===== src/rtl/cond_pkg.sv =====
// rtl/cond_pkg.sv - shared condition codes, flag indices and flag-write selects
package cond_pkg;

  typedef enum logic [3:0] {
    EQ = 4'b0000, NE = 4'b0001, CS = 4'b0010, CC = 4'b0011,
    MI = 4'b0100, PL = 4'b0101, VS = 4'b0110, VC = 4'b0111,
    HI = 4'b1000, LS = 4'b1001, GE = 4'b1010, LT = 4'b1011,
    GT = 4'b1100, LE = 4'b1101, AL = 4'b1110, NV = 4'b1111
  } cond_t;

  localparam int FLAG_N = 3;
  localparam int FLAG_Z = 2;
  localparam int FLAG_C = 1;
  localparam int FLAG_V = 0;

  typedef logic [1:0] flagw_t;

  localparam flagw_t FLAGW_NZ = 2'b10;
  localparam flagw_t FLAGW_CV = 2'b01;

endpackage


===== src/rtl/cond_check.sv =====
// rtl/cond_check.sv - combinational condition-field evaluation against {N,Z,C,V}
module cond_check
  import cond_pkg::*;
(
  input  logic [3:0] cond,
  input  logic [3:0] flags,
  output logic       cond_ex
);

  logic n, z, c, v;

  assign n = flags[FLAG_N];
  assign z = flags[FLAG_Z];
  assign c = flags[FLAG_C];
  assign v = flags[FLAG_V];

  always_comb begin
    cond_ex = 1'b0;
    case (cond)
      EQ: cond_ex = z;
      NE: cond_ex = ~z;
      CS: cond_ex = c;
      CC: cond_ex = ~c;
      MI: cond_ex = n;
      PL: cond_ex = ~n;
      VS: cond_ex = v;
      VC: cond_ex = ~v;
      HI: cond_ex = c & ~z;
      LS: cond_ex = ~c | z;
      GE: cond_ex = (n == v);
      LT: cond_ex = (n != v);
      GT: cond_ex = ~z & (n == v);
      LE: cond_ex = z | (n != v);
      AL: cond_ex = 1'b1;
      NV: cond_ex = 1'b0;
    endcase
  end

endmodule


===== src/rtl/cond_logic.sv =====
// rtl/cond_logic.sv - flag register, condition gating and execute-to-memory control register
module cond_logic
  import cond_pkg::*;
#(
  parameter int FLAG_W = 4
) (
  input  logic              clk,
  input  logic              rst_n,
  input  logic              en,
  input  logic              flush,
  input  logic [3:0]        Cond,
  input  logic [FLAG_W-1:0] ALUFlags,
  input  logic [1:0]        FlagW,
  input  logic              PCS,
  input  logic              RegW,
  input  logic              MemW,
  input  logic              NoWrite,
  output logic              CondEx,
  output logic              PCSrc,
  output logic              RegWrite,
  output logic              MemWrite,
  output logic              PCSrcM,
  output logic              RegWriteM,
  output logic              MemWriteM,
  output logic [FLAG_W-1:0] Flags
);

  logic [1:0] flags_nz;
  logic [1:0] flags_cv;
  logic       gate;
  logic       flag_upd;

  assign Flags = {flags_nz, flags_cv};

  // Condition is judged on the registered flags only, so an instruction never sees its own result.
  cond_check u_cond_check (
    .cond    (Cond),
    .flags   (Flags),
    .cond_ex (CondEx)
  );

  assign gate     = CondEx & ~flush;
  assign PCSrc    = PCS & gate;
  assign RegWrite = RegW & ~NoWrite & gate;
  assign MemWrite = MemW & gate;
  assign flag_upd = en & gate;

  always_ff @(posedge clk or negedge rst_n) begin
    if (!rst_n) begin
      flags_nz <= 2'b00;
    end else if (flag_upd && (FlagW & FLAGW_NZ) != 2'b00) begin
      flags_nz <= {ALUFlags[FLAG_N], ALUFlags[FLAG_Z]};
    end
  end

  always_ff @(posedge clk or negedge rst_n) begin
    if (!rst_n) begin
      flags_cv <= 2'b00;
    end else if (flag_upd && (FlagW & FLAGW_CV) != 2'b00) begin
      flags_cv <= {ALUFlags[FLAG_C], ALUFlags[FLAG_V]};
    end
  end

  // Flush loads a bubble even while stalled.
  always_ff @(posedge clk or negedge rst_n) begin
    if (!rst_n) begin
      PCSrcM    <= 1'b0;
      RegWriteM <= 1'b0;
      MemWriteM <= 1'b0;
    end else if (flush) begin
      PCSrcM    <= 1'b0;
      RegWriteM <= 1'b0;
      MemWriteM <= 1'b0;
    end else if (en) begin
      PCSrcM    <= PCSrc;
      RegWriteM <= RegWrite;
      MemWriteM <= MemWrite;
    end
  end

endmodule


===== config.mk =====
export PLATFORM = sky130hd
export DESIGN_NAME = cond_logic
export DESIGN_NICKNAME = d
export VERILOG_FILES = /design/src/rtl/cond_pkg.sv /design/src/rtl/cond_check.sv /design/src/rtl/cond_logic.sv
export SDC_FILE = /design/constraint.sdc
export NUM_CORES = 1
export LEC_CHECK = 0
export ABC_AREA = 1
export CAP_MARGIN = 10
export CELL_PAD_IN_SITES_DETAIL_PLACEMENT = 1
export CELL_PAD_IN_SITES_GLOBAL_PLACEMENT = 1
export CORE_ASPECT_RATIO = 1.1
export CORE_MARGIN = 1
export CORE_UTILIZATION = 27
export CTS_CLUSTER_DIAMETER = 120
export DETAILED_ROUTE_END_ITERATION = 6
export GPL_TIMING_DRIVEN = 0
export PLACE_DENSITY_LB_ADDON = 0.12
export SLEW_MARGIN = 5
export SYNTH_ARGS = -nofsm -noshare
export SYNTH_HDL_FRONTEND = slang
export SYNTH_SLANG_ARGS = --single-unit

===== constraint.sdc =====
create_clock -name clk -period 3.9 [get_ports clk]
set_input_delay 0.78 -clock clk [delete_from_list [all_inputs] [get_ports clk]]
set_output_delay 0.78 -clock clk [all_outputs]
set_load 0.02 [all_outputs]

==> results by group <==
Yosys
  • Sequential share of the synthesized area: 31.0%
  • Mean Syn Cell Area: 6.35 µm²
  • Synth cell types: 17
  • Yosys warns: 0
  • Cell taking the most area after synthesis: dfrtp_1
  • Post-synth top area share: 31.0%
  • Synth async-reset ratio: 100%
  • Most numerous cell in the Yosys netlist: nand2_1
  • Post-Syn Instances: 89
  • Dominant cells by area after synthesis: dfrtp_1, nand2_1, inv_1, nand3_1, nand3_4
  • Syn nets: 107
  • Synth cell count leaders: nand2_1, inv_1, nand3_1, nor2_1, dfrtp_1
  • Synth Register Bits: 7
  • Cell area after technology mapping: 566 µm²
  • EDFF count, synth: 0
  • Primary FF master, synth: dfrtp_1

CTS
  • Htree depth: 1
  • Hold_buf cts: 0
  • Clock latency on the worst-skew pair: 0.25 ns
  • Clk pin slew, worst setup/hold paths: 0.05 ns
  • CTS max path bufs: 2
  • Root buf cell: clkbuf_4
  • TritonCTS Sinks: 7
  • CTS tree: built
  • Total CTS buffers: 3

Placement
  • Placed insts: 145
  • I/O Buffers: 28
  • Final HPWL DP: 1.36 mm
  • Post-DP Area: 881 µm²
  • Place WS: 0.178 ns
  • Routability cong.: 0.802

Floorplan
  • Number of top-level pins: 29
  • Die X: 45.6 µm
  • Cell Rows: 17
  • Die H: 50 µm
  • Overall die area: 2280 µm²
  • Initial Util: 28.3%
  • Core Region: 2000 µm²

Worst setup path
  • Worst Path Max Fanout: 6
  • Worst Reg-to-Reg Cells: 12
  • Setup CP Type: input port to primary output
  • Critical Path End Type: primary output
  • Startpoint types: input port
  • Arr. time, crit path: 2.85 ns
  • R2R Path Start: flags_nz[1]
  • CP startpoint: Cond[0]
  • Worst EP required: 3.12 ns

Detailed routing
  • Drt first pass iters: 5
  • Vias: 682
  • WL/cell: 10.7 µm
  • Wirelength, routed: 1.60 mm
  • Routed Antenna Nets: 0
  • # DRC: 0
  • 1st-iter DRT viols: 7
  • Vias per std cell: 4.58

Global route
  • Global route overflow: 0
  • Gr usage total: 17.1%
  • Vias in the first global route: 679
  • First-pass GRT wire length: 2.79 mm
  • Largest net degree at the start of global routing: 8
  • Initial antenna violation count: 0

STA
  • RSZ-0062 raised after global routing: false
  • Hold WS: 0.474 ns
  • Sum Neg Setup Slack: 0 ns
  • Fmax: 275 MHz
  • Final period utilization: 93.2%
  • Worst slew margin: 79.1%
  • Final setup fails: 0
  • Setup ws final: 0.266 ns
  • Slew @ Worst Pin: 0.312 ns
  • Min Tclk post-route: 3.63 ns
  • Worst Skew: 0.00299 ns
  • Final slew viol count: 0
  • Fin. Hold Viols: 0

Flow run
  • Max-cap viol count: 0

Finish
  • Final-layout fill cell count: 276
  • Final #Nets: 140
  • Finished layout cell area: 912 µm²
  • Share of layout cells above drive strength 1: 10.7%
  • Antenna Cells: 0
  • Final std cells w/o fill: 149
  • Layout area overhead: 61.3%

Status
  • Status: complete, no violations

Pwr
  • PwrDens: 507 nW/µm²
  • Leak: 0.455 nW
  • Peak VDD IR: 0.311 mV

Worst hold path
  • Worst Hold Class: register to register
  • Hold Path Depth: 2
  • HP Start: MemWriteM
[logic make-up (layout without fill, tap and decap cells)]
logic type      Yosys count  after routing  share of synthesized area, %
flops                     7              7                          31.0
buf+inv                  14             46                          9.29
compound gates            8              8                          7.96
simple gates             60             60                          51.8
[power by group]
part,switching (mW),internal (mW)
Sequential,0.0332,0.0959
Clock,0.0270,0.0391
Combinational,0.149,0.118
[state kept, by name, indices dropped and copies added (netlist names)]
name       flops
flags_cv       2
flags_nz       2
MemWriteM      1
PCSrcM         1
RegWriteM      1
[metal layers]
layer	global-route usage [%]	wire [µm]	share of wire, %	up-vias
met2	28.8	830	52	14
met4	10.6	48	3.0	0
met3	2.20	67	4.2	4
li1	-	-	-	347
met5	0	0	0	-
met1	19.4	655	41	317
[layout by cell type, fill, tap and decap left out, drive strengths merged, types with 2 or more instances in the layout]
cell and instances:
nand3 11, dfrtp 7, nor2 11, nand4 2, inv 14, o21ai 5, o211ai 2, nand2 35
clkbuf 4, clkdlybuf4s50 27
[stage by stage]
stage	util (%)	power [mW]
CTS	45.4	0.470
global placement	44.1	0.393
finish	45.6	0.463
floorplan	-	0.284
detailed placement	44.1	0.399
global route	45.6	0.500
[layout make-up]
class	instances	area, µm²	area share [%]
multi-input combinational	68	340	37.3
timing repair buffer	28	283	31.0
sequential	7	175	19.2
inverter	14	52.6	5.76
tap	28	35.0	3.84
clock buffer	4	26.3	2.88
[timing repair]
item / in CTS / in global routing
setup buffers: 0 / 0
gates resized for setup: 0 / 2
endpoints found under the setup margin: 0 / 1
[path summary, 6_finish.rpt]
path	to	slack [ns]
setup / recovery	PCSrc	0.27
hold / removal	MemWriteM	0.47
setup reg to reg	flags_nz[0]	2.34
hold reg to reg	MemWriteM	0.47
max in group asynchronous	PCSrcM	2.88
min in group asynchronous	flags_nz[0]	0.78
[worst max-delay path, stage by stage]
cell and delay (ns):
clkdlybuf4s50_1 0.51, inv_1 0.08, nor2_1 0.17, nand2_1 0.08
nand2_1 0.07, inv_1 0.03, nand2_1 0.05, nand2_1 0.06
nand3_2 0.06, nand2_2 0.06, nand3_4 0.10, nand2_2 0.10
nor2_1 0.10, clkdlybuf4s50_1 0.61
(Power assumes the default switching activity.)
